==> src/rtl/mem_arb_pkg.sv <==
// Shared definitions for the unified-memory arbiter: state encoding,
// owner encoding, timeout defaults and the round-robin pick helper.
package mem_arb_pkg;

  typedef enum logic [1:0] {
    IDLE     = 2'b00,
    BUSY_CPU = 2'b01,
    BUSY_DMA = 2'b10
  } arb_state_e;

  localparam logic OWN_CPU = 1'b0;
  localparam logic OWN_DMA = 1'b1;

  localparam int unsigned DEFAULT_TIMEOUT = 15;
  // Timer width covers the full 1..255 TIMEOUT range.
  localparam int unsigned TIMER_W = 8;

  // Round-robin choice between the two requesters. On a tie the one not
  // granted last wins; a lone requester always wins. With no requester the
  // result is don't-care.
  function automatic logic pick_owner(input logic cpu_v, input logic dma_v,
                                      input logic last_grant);
    logic owner;
    if (cpu_v && dma_v) begin
      owner = ~last_grant;
    end else if (dma_v) begin
      owner = OWN_DMA;
    end else begin
      owner = OWN_CPU;
    end
    return owner;
  endfunction

endpackage

==> src/rtl/mem_arbiter_if.sv <==
// Bus bundle for the arbiter: CPU port, DMA port, memory port and the
// abort status. The arbiter uses the slave view, its environment the master.
interface mem_arbiter_if #(
  parameter int WIDTH = 8,
  parameter int AW    = 8
);
  // CPU controller side
  logic             cpu_rd;
  logic             cpu_wr;
  logic [AW-1:0]    cpu_adr;
  logic [WIDTH-1:0] cpu_wd;
  logic [WIDTH-1:0] cpu_rdata;
  logic             cpu_done;
  logic             cpu_stall;
  // DMA / debug side
  logic             dma_req;
  logic             dma_we;
  logic [AW-1:0]    dma_adr;
  logic [WIDTH-1:0] dma_wd;
  logic [WIDTH-1:0] dma_rdata;
  logic             dma_done;
  // Memory side
  logic             mem_req;
  logic             mem_we;
  logic [AW-1:0]    mem_adr;
  logic [WIDTH-1:0] mem_wd;
  logic [WIDTH-1:0] mem_rd;
  logic             mem_ack;
  // Abort status
  logic             err;
  logic             err_src;

  modport slave (
    input  cpu_rd, cpu_wr, cpu_adr, cpu_wd,
    input  dma_req, dma_we, dma_adr, dma_wd,
    input  mem_rd, mem_ack,
    output cpu_rdata, cpu_done, cpu_stall,
    output dma_rdata, dma_done,
    output mem_req, mem_we, mem_adr, mem_wd,
    output err, err_src
  );

  modport master (
    output cpu_rd, cpu_wr, cpu_adr, cpu_wd,
    output dma_req, dma_we, dma_adr, dma_wd,
    output mem_rd, mem_ack,
    input  cpu_rdata, cpu_done, cpu_stall,
    input  dma_rdata, dma_done,
    input  mem_req, mem_we, mem_adr, mem_wd,
    input  err, err_src
  );

endinterface

==> src/rtl/mem_arb_timer.sv <==
// Busy-cycle counter for the arbiter. clr zeroes it, en counts one busy
// cycle without acknowledge. expired flags the cycle whose count step
// reaches TIMEOUT, so the abort lands exactly TIMEOUT busy cycles after grant.
module mem_arb_timer
  import mem_arb_pkg::*;
#(
  parameter int unsigned TIMEOUT = DEFAULT_TIMEOUT
) (
  input  logic clk,
  input  logic reset,
  input  logic clr,
  input  logic en,
  output logic expired
);

  localparam logic [TIMER_W-1:0] LAST_CNT = TIMER_W'(TIMEOUT - 1);

  logic [TIMER_W-1:0] cnt_q;
  logic [TIMER_W-1:0] cnt_d;

  // Next count: clear wins, otherwise step on enable, otherwise hold.
  always_comb begin
    cnt_d = cnt_q;
    if (clr) begin
      cnt_d = {TIMER_W{1'b0}};
    end else if (en) begin
      cnt_d = cnt_q + TIMER_W'(1);
    end else begin
      cnt_d = cnt_q;
    end
  end

  // Counter register.
  always_ff @(posedge clk or negedge reset) begin
    if (!reset) begin
      cnt_q <= {TIMER_W{1'b0}};
    end else begin
      cnt_q <= cnt_d;
    end
  end

  assign expired = en & (cnt_q == LAST_CNT);

endmodule

==> src/rtl/mem_arbiter.sv <==
// Arbiter sharing the unified memory between the CPU controller and a
// DMA/debug requester. One access at a time, round-robin on ties, request
// held until acknowledge or aborted after TIMEOUT unacknowledged cycles.
module mem_arbiter
  import mem_arb_pkg::*;
#(
  parameter int          WIDTH   = 8,
  parameter int          AW      = 8,
  parameter int unsigned TIMEOUT = DEFAULT_TIMEOUT
) (
  input  logic          clk,
  input  logic          reset,
  mem_arbiter_if.slave  bus
);

  arb_state_e       state_q, state_d;
  logic             last_grant_q, last_grant_d;
  logic             mem_req_q, mem_req_d;
  logic             mem_we_q, mem_we_d;
  logic [AW-1:0]    mem_adr_q, mem_adr_d;
  logic [WIDTH-1:0] mem_wd_q, mem_wd_d;
  logic [WIDTH-1:0] cpu_rdata_q, cpu_rdata_d;
  logic [WIDTH-1:0] dma_rdata_q, dma_rdata_d;
  logic             cpu_done_q, cpu_done_d;
  logic             dma_done_q, dma_done_d;
  logic             err_q, err_d;
  logic             err_src_q, err_src_d;

  logic cpu_v_s;
  logic dma_v_s;
  logic grant_s;
  logic grant_dma_s;
  logic busy_s;
  logic timer_clr_s;
  logic timer_en_s;
  logic expired_s;

  // A requester whose done pulse is out this cycle is still showing the
  // request it just finished; masking it prevents a second grant.
  assign cpu_v_s     = (bus.cpu_rd | bus.cpu_wr) & ~cpu_done_q;
  assign dma_v_s     = bus.dma_req & ~dma_done_q;
  assign grant_s     = cpu_v_s | dma_v_s;
  assign grant_dma_s = pick_owner(cpu_v_s, dma_v_s, last_grant_q);

  assign busy_s      = (state_q == BUSY_CPU) | (state_q == BUSY_DMA);
  assign timer_clr_s = (state_q == IDLE);
  assign timer_en_s  = busy_s & ~bus.mem_ack;

  mem_arb_timer #(
    .TIMEOUT (TIMEOUT)
  ) u_timer (
    .clk     (clk),
    .reset   (reset),
    .clr     (timer_clr_s),
    .en      (timer_en_s),
    .expired (expired_s)
  );

  // State register plus round-robin history.
  always_ff @(posedge clk or negedge reset) begin
    if (!reset) begin
      state_q      <= IDLE;
      last_grant_q <= OWN_DMA;
    end else begin
      state_q      <= state_d;
      last_grant_q <= last_grant_d;
    end
  end

  // Next state: grant from IDLE, leave BUSY on acknowledge or timeout.
  always_comb begin
    state_d = state_q;
    case (state_q)
      IDLE: begin
        if (grant_s) begin
          state_d = grant_dma_s ? BUSY_DMA : BUSY_CPU;
        end else begin
          state_d = IDLE;
        end
      end
      BUSY_CPU, BUSY_DMA: begin
        if (bus.mem_ack || expired_s) begin
          state_d = IDLE;
        end else begin
          state_d = state_q;
        end
      end
      default: state_d = IDLE;
    endcase
  end

  // Output/datapath next values: load the memory port on grant, capture
  // read data on acknowledge, pulse done (and err on abort) when leaving BUSY.
  // Acknowledge takes priority over a coincident timeout because the timer
  // only counts cycles without acknowledge.
  always_comb begin
    last_grant_d = last_grant_q;
    mem_req_d    = mem_req_q;
    mem_we_d     = mem_we_q;
    mem_adr_d    = mem_adr_q;
    mem_wd_d     = mem_wd_q;
    cpu_rdata_d  = cpu_rdata_q;
    dma_rdata_d  = dma_rdata_q;
    cpu_done_d   = 1'b0;
    dma_done_d   = 1'b0;
    err_d        = 1'b0;
    err_src_d    = err_src_q;
    case (state_q)
      IDLE: begin
        if (grant_s) begin
          mem_req_d    = 1'b1;
          last_grant_d = grant_dma_s;
          if (grant_dma_s == OWN_DMA) begin
            mem_we_d  = bus.dma_we;
            mem_adr_d = bus.dma_adr;
            mem_wd_d  = bus.dma_wd;
          end else begin
            // Read and write together is treated as a write.
            mem_we_d  = bus.cpu_wr;
            mem_adr_d = bus.cpu_adr;
            mem_wd_d  = bus.cpu_wd;
          end
        end else begin
          mem_req_d = 1'b0;
        end
      end
      BUSY_CPU: begin
        if (bus.mem_ack) begin
          mem_req_d  = 1'b0;
          cpu_done_d = 1'b1;
          if (!mem_we_q) begin
            cpu_rdata_d = bus.mem_rd;
          end else begin
            cpu_rdata_d = cpu_rdata_q;
          end
        end else if (expired_s) begin
          mem_req_d  = 1'b0;
          cpu_done_d = 1'b1;
          err_d      = 1'b1;
          err_src_d  = OWN_CPU;
        end else begin
          mem_req_d = 1'b1;
        end
      end
      BUSY_DMA: begin
        if (bus.mem_ack) begin
          mem_req_d  = 1'b0;
          dma_done_d = 1'b1;
          if (!mem_we_q) begin
            dma_rdata_d = bus.mem_rd;
          end else begin
            dma_rdata_d = dma_rdata_q;
          end
        end else if (expired_s) begin
          mem_req_d  = 1'b0;
          dma_done_d = 1'b1;
          err_d      = 1'b1;
          err_src_d  = OWN_DMA;
        end else begin
          mem_req_d = 1'b1;
        end
      end
      default: begin
        mem_req_d = 1'b0;
      end
    endcase
  end

  // Registered outputs; reset discards any in-flight access silently.
  always_ff @(posedge clk or negedge reset) begin
    if (!reset) begin
      mem_req_q   <= 1'b0;
      mem_we_q    <= 1'b0;
      mem_adr_q   <= {AW{1'b0}};
      mem_wd_q    <= {WIDTH{1'b0}};
      cpu_rdata_q <= {WIDTH{1'b0}};
      dma_rdata_q <= {WIDTH{1'b0}};
      cpu_done_q  <= 1'b0;
      dma_done_q  <= 1'b0;
      err_q       <= 1'b0;
      err_src_q   <= 1'b0;
    end else begin
      mem_req_q   <= mem_req_d;
      mem_we_q    <= mem_we_d;
      mem_adr_q   <= mem_adr_d;
      mem_wd_q    <= mem_wd_d;
      cpu_rdata_q <= cpu_rdata_d;
      dma_rdata_q <= dma_rdata_d;
      cpu_done_q  <= cpu_done_d;
      dma_done_q  <= dma_done_d;
      err_q       <= err_d;
      err_src_q   <= err_src_d;
    end
  end

  assign bus.mem_req   = mem_req_q;
  assign bus.mem_we    = mem_we_q;
  assign bus.mem_adr   = mem_adr_q;
  assign bus.mem_wd    = mem_wd_q;
  assign bus.cpu_rdata = cpu_rdata_q;
  assign bus.dma_rdata = dma_rdata_q;
  assign bus.cpu_done  = cpu_done_q;
  assign bus.dma_done  = dma_done_q;
  assign bus.err       = err_q;
  assign bus.err_src   = err_src_q;

  // Stall follows the CPU request until its done pulse; forced low in reset
  // so that every output reads 0 while reset is held.
  assign bus.cpu_stall = reset & (bus.cpu_rd | bus.cpu_wr) & ~cpu_done_q;

endmodule

==> src/flat_wrapper.sv <==
// flat-port wrapper written by rule: the top's interface ports become plain ports
module mem_arbiter_flat import mem_arb_pkg::*;
#(
  parameter int          WIDTH   = 8,
  parameter int          AW      = 8,
  parameter int unsigned TIMEOUT = DEFAULT_TIMEOUT
)
  (clk, reset, bus_cpu_rd, bus_cpu_wr, bus_cpu_adr, bus_cpu_wd, bus_dma_req, bus_dma_we, bus_dma_adr, bus_dma_wd, bus_mem_rd, bus_mem_ack, bus_cpu_rdata, bus_cpu_done, bus_cpu_stall, bus_dma_rdata, bus_dma_done, bus_mem_req, bus_mem_we, bus_mem_adr, bus_mem_wd, bus_err, bus_err_src);
  mem_arbiter_if #(.WIDTH(WIDTH), .AW(AW)) bus_i ();
  input  logic clk;
  input  logic reset;
  input wire logic [$bits(bus_i.cpu_rd)-1:0] bus_cpu_rd;
  input wire logic [$bits(bus_i.cpu_wr)-1:0] bus_cpu_wr;
  input wire logic [$bits(bus_i.cpu_adr)-1:0] bus_cpu_adr;
  input wire logic [$bits(bus_i.cpu_wd)-1:0] bus_cpu_wd;
  input wire logic [$bits(bus_i.dma_req)-1:0] bus_dma_req;
  input wire logic [$bits(bus_i.dma_we)-1:0] bus_dma_we;
  input wire logic [$bits(bus_i.dma_adr)-1:0] bus_dma_adr;
  input wire logic [$bits(bus_i.dma_wd)-1:0] bus_dma_wd;
  input wire logic [$bits(bus_i.mem_rd)-1:0] bus_mem_rd;
  input wire logic [$bits(bus_i.mem_ack)-1:0] bus_mem_ack;
  output wire logic [$bits(bus_i.cpu_rdata)-1:0] bus_cpu_rdata;
  output wire logic [$bits(bus_i.cpu_done)-1:0] bus_cpu_done;
  output wire logic [$bits(bus_i.cpu_stall)-1:0] bus_cpu_stall;
  output wire logic [$bits(bus_i.dma_rdata)-1:0] bus_dma_rdata;
  output wire logic [$bits(bus_i.dma_done)-1:0] bus_dma_done;
  output wire logic [$bits(bus_i.mem_req)-1:0] bus_mem_req;
  output wire logic [$bits(bus_i.mem_we)-1:0] bus_mem_we;
  output wire logic [$bits(bus_i.mem_adr)-1:0] bus_mem_adr;
  output wire logic [$bits(bus_i.mem_wd)-1:0] bus_mem_wd;
  output wire logic [$bits(bus_i.err)-1:0] bus_err;
  output wire logic [$bits(bus_i.err_src)-1:0] bus_err_src;
  assign bus_i.cpu_rd = bus_cpu_rd;
  assign bus_i.cpu_wr = bus_cpu_wr;
  assign bus_i.cpu_adr = bus_cpu_adr;
  assign bus_i.cpu_wd = bus_cpu_wd;
  assign bus_i.dma_req = bus_dma_req;
  assign bus_i.dma_we = bus_dma_we;
  assign bus_i.dma_adr = bus_dma_adr;
  assign bus_i.dma_wd = bus_dma_wd;
  assign bus_i.mem_rd = bus_mem_rd;
  assign bus_i.mem_ack = bus_mem_ack;
  assign bus_cpu_rdata = bus_i.cpu_rdata;
  assign bus_cpu_done = bus_i.cpu_done;
  assign bus_cpu_stall = bus_i.cpu_stall;
  assign bus_dma_rdata = bus_i.dma_rdata;
  assign bus_dma_done = bus_i.dma_done;
  assign bus_mem_req = bus_i.mem_req;
  assign bus_mem_we = bus_i.mem_we;
  assign bus_mem_adr = bus_i.mem_adr;
  assign bus_mem_wd = bus_i.mem_wd;
  assign bus_err = bus_i.err;
  assign bus_err_src = bus_i.err_src;
  mem_arbiter #(.WIDTH(WIDTH), .AW(AW), .TIMEOUT(TIMEOUT)) u_core (.clk(clk), .reset(reset), .bus(bus_i));
endmodule
==> config.mk <==
export PLATFORM = sky130hd
export DESIGN_NAME = mem_arbiter_flat
export DESIGN_NICKNAME = d
export VERILOG_FILES = /design/src/rtl/mem_arb_pkg.sv /design/src/rtl/mem_arbiter_if.sv /design/src/rtl/mem_arb_timer.sv /design/src/rtl/mem_arbiter.sv /design/src/flat_wrapper.sv
export SDC_FILE = /design/constraint.sdc
export NUM_CORES = 1
export LEC_CHECK = 0
export CELL_PAD_IN_SITES_DETAIL_PLACEMENT = 1
export CELL_PAD_IN_SITES_GLOBAL_PLACEMENT = 1
export CORE_ASPECT_RATIO = 2
export CORE_MARGIN = 2
export CORE_UTILIZATION = 36
export DETAILED_ROUTE_END_ITERATION = 16
export PLACE_DENSITY_LB_ADDON = 0.15
export SLEW_MARGIN = 40
export SYNTH_ARGS = -nofsm -noshare
export SYNTH_HDL_FRONTEND = slang
export SYNTH_SLANG_ARGS = --single-unit
==> constraint.sdc <==
create_clock -name clk -period 3.2 [get_ports clk]
set_input_delay 0.8 -clock clk [delete_from_list [all_inputs] [get_ports clk]]
set_output_delay 0.8 -clock clk [all_outputs]
set_load 0.005 [all_outputs]
==> results of run 1 <==
==> worst max-delay path, delay by kind of cell <==
family | cells | cell delay (ns)
compound gates | 1 | 0.18
simple gates | 1 | 0.12
buf+inv | 2 | 1.01
==> logic make-up (layout without fill, tap and decap cells) <==
| kind of cell | Yosys count | after routing | share of synthesized area |
|---|---|---|---|
| and+or+nand+nor | 49 | 49 | 0.124 |
| muxes | 25 | 25 | 0.125 |
| xor gates and xnor gates | 6 | 6 | 0.0239 |
| AOI/OAI and AO/OA | 30 | 30 | 0.104 |
| DFF | 49 | 49 | 0.559 |
| adders and majority gates | 6 | 6 | 0.0342 |
| buffers and inverters | 12 | 104 | 0.0291 |
==> power by group through the flow <==
stage | clock (W) | combinational, W | sequential (W)
floorplan | 0 | 0.000544 | 0.00102
global placement | 0 | 0.00120 | 0.00101
detailed placement | 0 | 0.00122 | 0.00102
CTS | 0.000610 | 0.00123 | 0.00101
global route | 0.000627 | 0.00132 | 0.00103
finish | 0.000590 | 0.00120 | 0.00100
==> synth_stat cells, types with 2 or more instances <==
| cell | count | area (sq um) |
|---|---|---|
| nor2_1 | 8 | 30.0 |
| mux2i_1 | 8 | 80.1 |
| a22o_1 | 2 | 17.5 |
| a21oi_1 | 4 | 20.0 |
| nand4_1 | 4 | 25.0 |
| buf_2 | 3 | 15.0 |
| mux2_2 | 16 | 180 |
| nand2_1 | 15 | 56.3 |
| buf_4 | 2 | 15.0 |
| a221o_1 | 8 | 80.1 |
| ha_1 | 6 | 75.1 |
| and3_1 | 10 | 62.6 |
| inv_1 | 5 | 18.8 |
| dfrtp_1 | 48 | 1200 |
| xor2_1 | 6 | 52.6 |
| o21ai_2 | 2 | 17.5 |
| o21ai_1 | 7 | 35.0 |
| o21ai_0 | 3 | 15.0 |
| nor2b_1 | 4 | 25.0 |
==> sequential cells by signal, indices dropped and copies added, names as in the netlist <==
signal,cells
u_core.bus.err,1
u_core.bus.cpu_rdata,8
u_core.bus.mem_adr,8
u_core.bus.mem_req,1
u_core.bus.err_src,1
u_core.bus.mem_we,1
u_core.u_timer.cnt_q,8
u_core.state_q,2
u_core.bus.dma_done,1
u_core.bus.cpu_done,1
u_core.bus.dma_rdata,8
u_core.last_grant_q,1
u_core.bus.mem_wd,8
==> routing by layer <==
layer  vias up  share of wire  GRT usage
met3         5          0.061     0.0497
met2        59           0.57      0.338
li1        815              -          -
met5         -              0          0
met1       855           0.35      0.196
met4         0          0.016     0.0727
==> final timing paths <==
kind                                           start               endpoint  slack, ns  depth (start not counted)
worst max-delay path                      bus_cpu_wr          bus_cpu_stall       0.29                          4
worst min-delay path            u_core.bus.mem_wd[6]   u_core.bus.mem_wd[6]       0.49                          2
worst max register to register     u_core.state_q[0]      u_core.bus.mem_we       1.19                          6
worst min register to register  u_core.bus.mem_wd[6]   u_core.bus.mem_wd[6]       0.49                          2
max in group asynchronous                      reset   u_core.bus.mem_wd[5]       2.13                          2
min in group asynchronous                      reset  u_core.bus.mem_adr[4]       0.65                          2
==> layout make-up <==
| class | count | share of cell area |
|---|---|---|
| repair buffers | 91 | 0.271 |
| clock buffers | 6 | 0.0392 |
| multi-input cells | 116 | 0.275 |
| inverters | 5 | 0.00571 |
| flip-flops and latches | 49 | 0.374 |
| well taps | 63 | 0.0240 |
| clock inverters | 2 | 0.0107 |
==> metrics by stage <==
stage               hold WS (ns)  setup slack, ns
floorplan                  0.473             1.24
global placement           0.468            0.324
detailed placement         0.480            0.286
CTS                        0.494            0.283
global route               0.522            0.258
finish                     0.488            0.286
==> flow_summary.yaml, run 1 <==
global_route:
  gr-usage-all-layers: 0.187
  antenna_found_initial: 0
  overflow: 0
  grt_max_degree: 50
  grt_pass1_vias: 1885
  grt_pass1_wl_mm: 9.37
power_and_ir_drop:
  finalPower_w: 0.00280
  ir_drop_mv: 0.513
  p_per_area_mw_per_mm2: 852
  intPower_w: 0.00196
  p_leak_nw: 1.45
  switchingPower_w: 0.000835
  swShare: 0.298
  p_seq_frac: 0.358
  combPwrFrac: 0.431
  p_clk_frac: 0.211
timing:
  slew_headroom: 0.551
  tns_ns: 0
  finalSetupViolations: 0
  hold_viol: 0
  fin_crit_ns: 2.91
  tightest_slew_ns: 0.674
  fin_worst_skew_ns: 0.00431
  rsz0062_at_grt: "false"
  slew_viol_final: 0
  fin_crit_sh: 0.910
  max_freq_mhz: 343
setup_path:
  cp.required_ns: 2.40
  max_stage_delay_ns: 0.52
  slowest_stage: "clkdlybuf4s50_1"
  crit_fanout: 3
  endpoint_kind: "primary output"
  criticalPathCategory: "in -> out"
  crit_arrival_ns: 2.11
  critPathMostFrequentCell: "clkdlybuf4s50_1"
  start_kind: "input pin"
  path_cells: "clkdlybuf4s50_1, o21ba_4, and2_1, clkdlybuf4s50_1"
drt:
  first_pass_iters: 2
  vias: 1734
  ant_nets: 0
  routedWlPerCell_um: 17.1
  routed_via_density: 5.22
  drt_iter0_drc: 64
  wirelength_mm: 5.69
  drc: 0
floorplanning:
  core_area_sq_mm: 0.00596
  placementRows: 40
  die_w_um: 59.2
  die_y_um: 114
  dieArea_sq_mm: 0.00678
  start_util: 0.369
  ioPinCount: 86
cells_and_area:
  instances_no_fill: 332
  nNetsFinal: 321
  final_common_cell: "clkdlybuf4s50_1"
  postLayoutCellArea_sq_mm: 0.00328
  drive_gt1_frac: 0.149
  seq_area_sq_mm: 0.00123
  area_delta_synth_final_pct: 49.6
  final_util: 0.551
  multi_input_area_sq_um: 905
  final_cell_mix: "84 x clkdlybuf4s50_1, 48 x dfrtp_1, 16 x mux2_2, 15 x nand2_1, 10 x and3_1"
  fillers: 616
  diodes: 0
clocking:
  clockBufferDepth: 2
  root_buffer: "clkbuf_16"
  clk_transition_reported_paths_ns: 0.06
  post_cts_buffers: 0
  cts-buffers-inserted: 5
  clock-sinks: 49
  htreeDepth: 2
  hold_buffers: 0
  cts_tree: "done"
  clk_latency_ns: 0.29
  post_cts_resized: 0
placed_design:
  dp.cells: 324
  port_buffers: 85
  gp_congestion: 0.680
  placed_cell_area_sq_mm: 0.00312
  dpl.hpwl_mm: 4.25
logic_synthesis:
  avgSynthCellArea_sq_um: 12.4
  synth-main-ff-cell: "dfrtp_1"
  synth_cell_types: 35
  ys_warn_count: 0
  ys_ff_latch: 49
  syn_area_sq_mm: 0.00220
  synth_edf_count: 0
  synth_async_sr_flop_share: 1.00
  yosysSeqAreaShare: 0.559
  synth_cells: 177
  postSynthNetCount: 230
flow_run:
  maxCapViolCount: 0
status:
  status: "completed"
min_path:
  min_path_type: "reg -> reg"
Power figures use the tool's default switching activity.
==> inputs of run 2 (changes only) <==
MAX_ROUTING_LAYER = met4   (was unset)
PLACE_DENSITY_LB_ADDON = 0.1   (was 0.15)
==> run 2 against run 1 <==
  * Cell count unchanged
  * Setup slack improved by 0.035 ns
  * Critical path type unchanged
  * Largest power group unchanged
  * Sequential share of layout area unchanged
  * Clock power about the same
==> flow_summary.yaml, run 2 (synthesis gave the netlist of run 1 again) <==
power_and_ir_drop:
  combPwrFrac: 0.428
  switchingPower_w: 0.000829
  ir_drop_mv: 0.641
  p_seq_frac: 0.360
  p_per_area_mw_per_mm2: 850
  intPower_w: 0.00196
  swShare: 0.297
  p_clk_frac: 0.212
  p_leak_nw: 1.45
clocking:
  post_cts_resized: 0
  clk_latency_ns: 0.29
  root_buffer: "clkbuf_16"
  htreeDepth: 2
  clk_transition_reported_paths_ns: 0.06
  clock-sinks: 49
  clockBufferDepth: 2
  post_cts_buffers: 0
  hold_buffers: 0
  cts-buffers-inserted: 5
  cts_tree: "done"
cells_and_area:
  area_delta_synth_final_pct: 49.6
  final_common_cell: "clkdlybuf4s50_1"
  final_cell_mix: "84 x clkdlybuf4s50_1, 48 x dfrtp_1, 16 x mux2_2, 15 x nand2_1, 10 x and3_1"
  drive_gt1_frac: 0.149
  instances_no_fill: 332
  nNetsFinal: 321
  diodes: 0
timing:
  tns_ns: 0
  rsz0062_at_grt: "false"
  finalSetupViolations: 0
  fin_crit_sh: 0.900
  hold_viol: 0
  max_freq_mhz: 347
  slew_viol_final: 0
  fin_worst_skew_ns: 0.00631
  slew_headroom: 0.526
  tightest_slew_ns: 0.711
  fin_crit_ns: 2.88
setup_path:
  path_depth: 4
  slowest_stage: "clkdlybuf4s50_1"
  path_cells: "clkdlybuf4s50_1, o21ba_4, and2_1, clkdlybuf4s50_1"
  r2r_slack_ns: 1.19
  endpoint_kind: "primary output"
  cp.required_ns: 2.40
  endpoint: "bus_cpu_stall"
  timing.rr.start: "u_core.state_q[1]"
  max_stage_delay_ns: 0.50
  r2r_end: "u_core.bus.mem_adr[3]"
  worstSetupStartpoint: "bus_cpu_wr"
  reg2reg_depth: 6
  crit_fanout: 3
  crit_arrival_ns: 2.08
  criticalPathCategory: "in -> out"
  start_kind: "input pin"
  critPathMostFrequentCell: "clkdlybuf4s50_1"
  crit_buf_inv: 2
  critical_path.top_delay_family: "buffers and inverters"
floorplanning:
  core_area_sq_mm: 0.00596
  dieArea_sq_mm: 0.00678
  placementRows: 40
  die_y_um: 114
  start_util: 0.369
  ioPinCount: 86
  die_w_um: 59.2
drt:
  routed_via_density: 5.21
  routedWlPerCell_um: 16.6
  ant_nets: 0
  first_pass_iters: 4
  drc: 0
  vias: 1729
  drt_iter0_drc: 58
  wirelength_mm: 5.50
placed_design:
  gp_congestion: 0.678
  dpl.hpwl_mm: 3.99
  dp.cells: 324
  port_buffers: 85
min_path:
  min_path_type: "reg -> reg"
global_route:
  grt_pass1_vias: 1783
  antenna_found_initial: 0
  grt_pass1_wl_mm: 8.74
  gr-usage-all-layers: 0.176
  grt_max_degree: 50
  overflow: 0
flow_run:
  maxCapViolCount: 0
status:
  status: "completed"
==> run 2: worst min-delay path by stage <==
| stage | slack [ns] | cells after the start | start | end |
|---|---|---|---|---|
| final | 0.48 | 2 | u_core.bus.mem_wd[3] | u_core.bus.mem_wd[3] |
| after floorplan | 0.47 | 2 | u_core.bus.mem_wd[7] | u_core.bus.mem_wd[7] |
| after detailed placement | 0.47 | 2 | u_core.bus.mem_wd[4] | u_core.bus.mem_wd[4] |
| after global placement | 0.46 | 2 | u_core.bus.mem_wd[7] | u_core.bus.mem_wd[7] |
| after CTS | 0.49 | 2 | u_core.bus.mem_wd[4] | u_core.bus.mem_wd[4] |
| after global routing | 0.52 | 2 | u_core.bus.mem_wd[2] | u_core.bus.mem_wd[2] |
==> run 2: cell type report <==
| cell class | count | area [sq um] |
|---|---|---|
| Sequential cell | 49 | 1230 |
| Clock buffer | 6 | 129 |
| Timing Repair Buffer | 91 | 891 |
| Inverter | 5 | 18.8 |
| Clock inverter | 2 | 35.0 |
| Multi-Input combinational cell | 116 | 905 |
| Fill cell | 614 | 2670 |
| Tap cell | 63 | 78.8 |
==> run 2: per-stage QoR <==
stage	total power (W)	utilization	instance area (sq um)	hold slack, ns	setup WS [ns]
after CTS	0.00284	0.551	3280	0.489	0.315
after global placement	0.00220	0.524	3120	0.465	0.323
after floorplan	0.00156	-	2200	0.473	1.24
after detailed placement	0.00223	0.524	3120	0.474	0.317
final	0.00279	0.551	3280	0.484	0.321
after global routing	0.00298	0.551	3280	0.519	0.259
==> run 2: layer usage <==
metal | wire (um) | GRT usage | part of all wire
met5 | 0 | - | 0
met4 | 86 | 0.0636 | 0.016
met3 | 295 | 0.0384 | 0.054
met2 | 2940 | 0.300 | 0.54
met1 | 2170 | 0.195 | 0.40
==> run 2: power groups by stage <==
stage	Sequential, W	Clock (W)	Combinational [W]
finish	0.00100	0.000592	0.00120
global route	0.00104	0.000631	0.00131
CTS	0.00101	0.000610	0.00123
detailed placement	0.00102	0	0.00121
global placement	0.00101	0	0.00120
floorplan	0.00102	0	0.000544
==> run 2: worst reg2reg max path: stages (launching register included) <==
cell and delay [ns]:
dfrtp_1 0.41, inv_1 0.12, ha_1 0.63, o21ai_2 0.13, buf_4 0.22, nor2_4 0.24, a221o_1 0.20
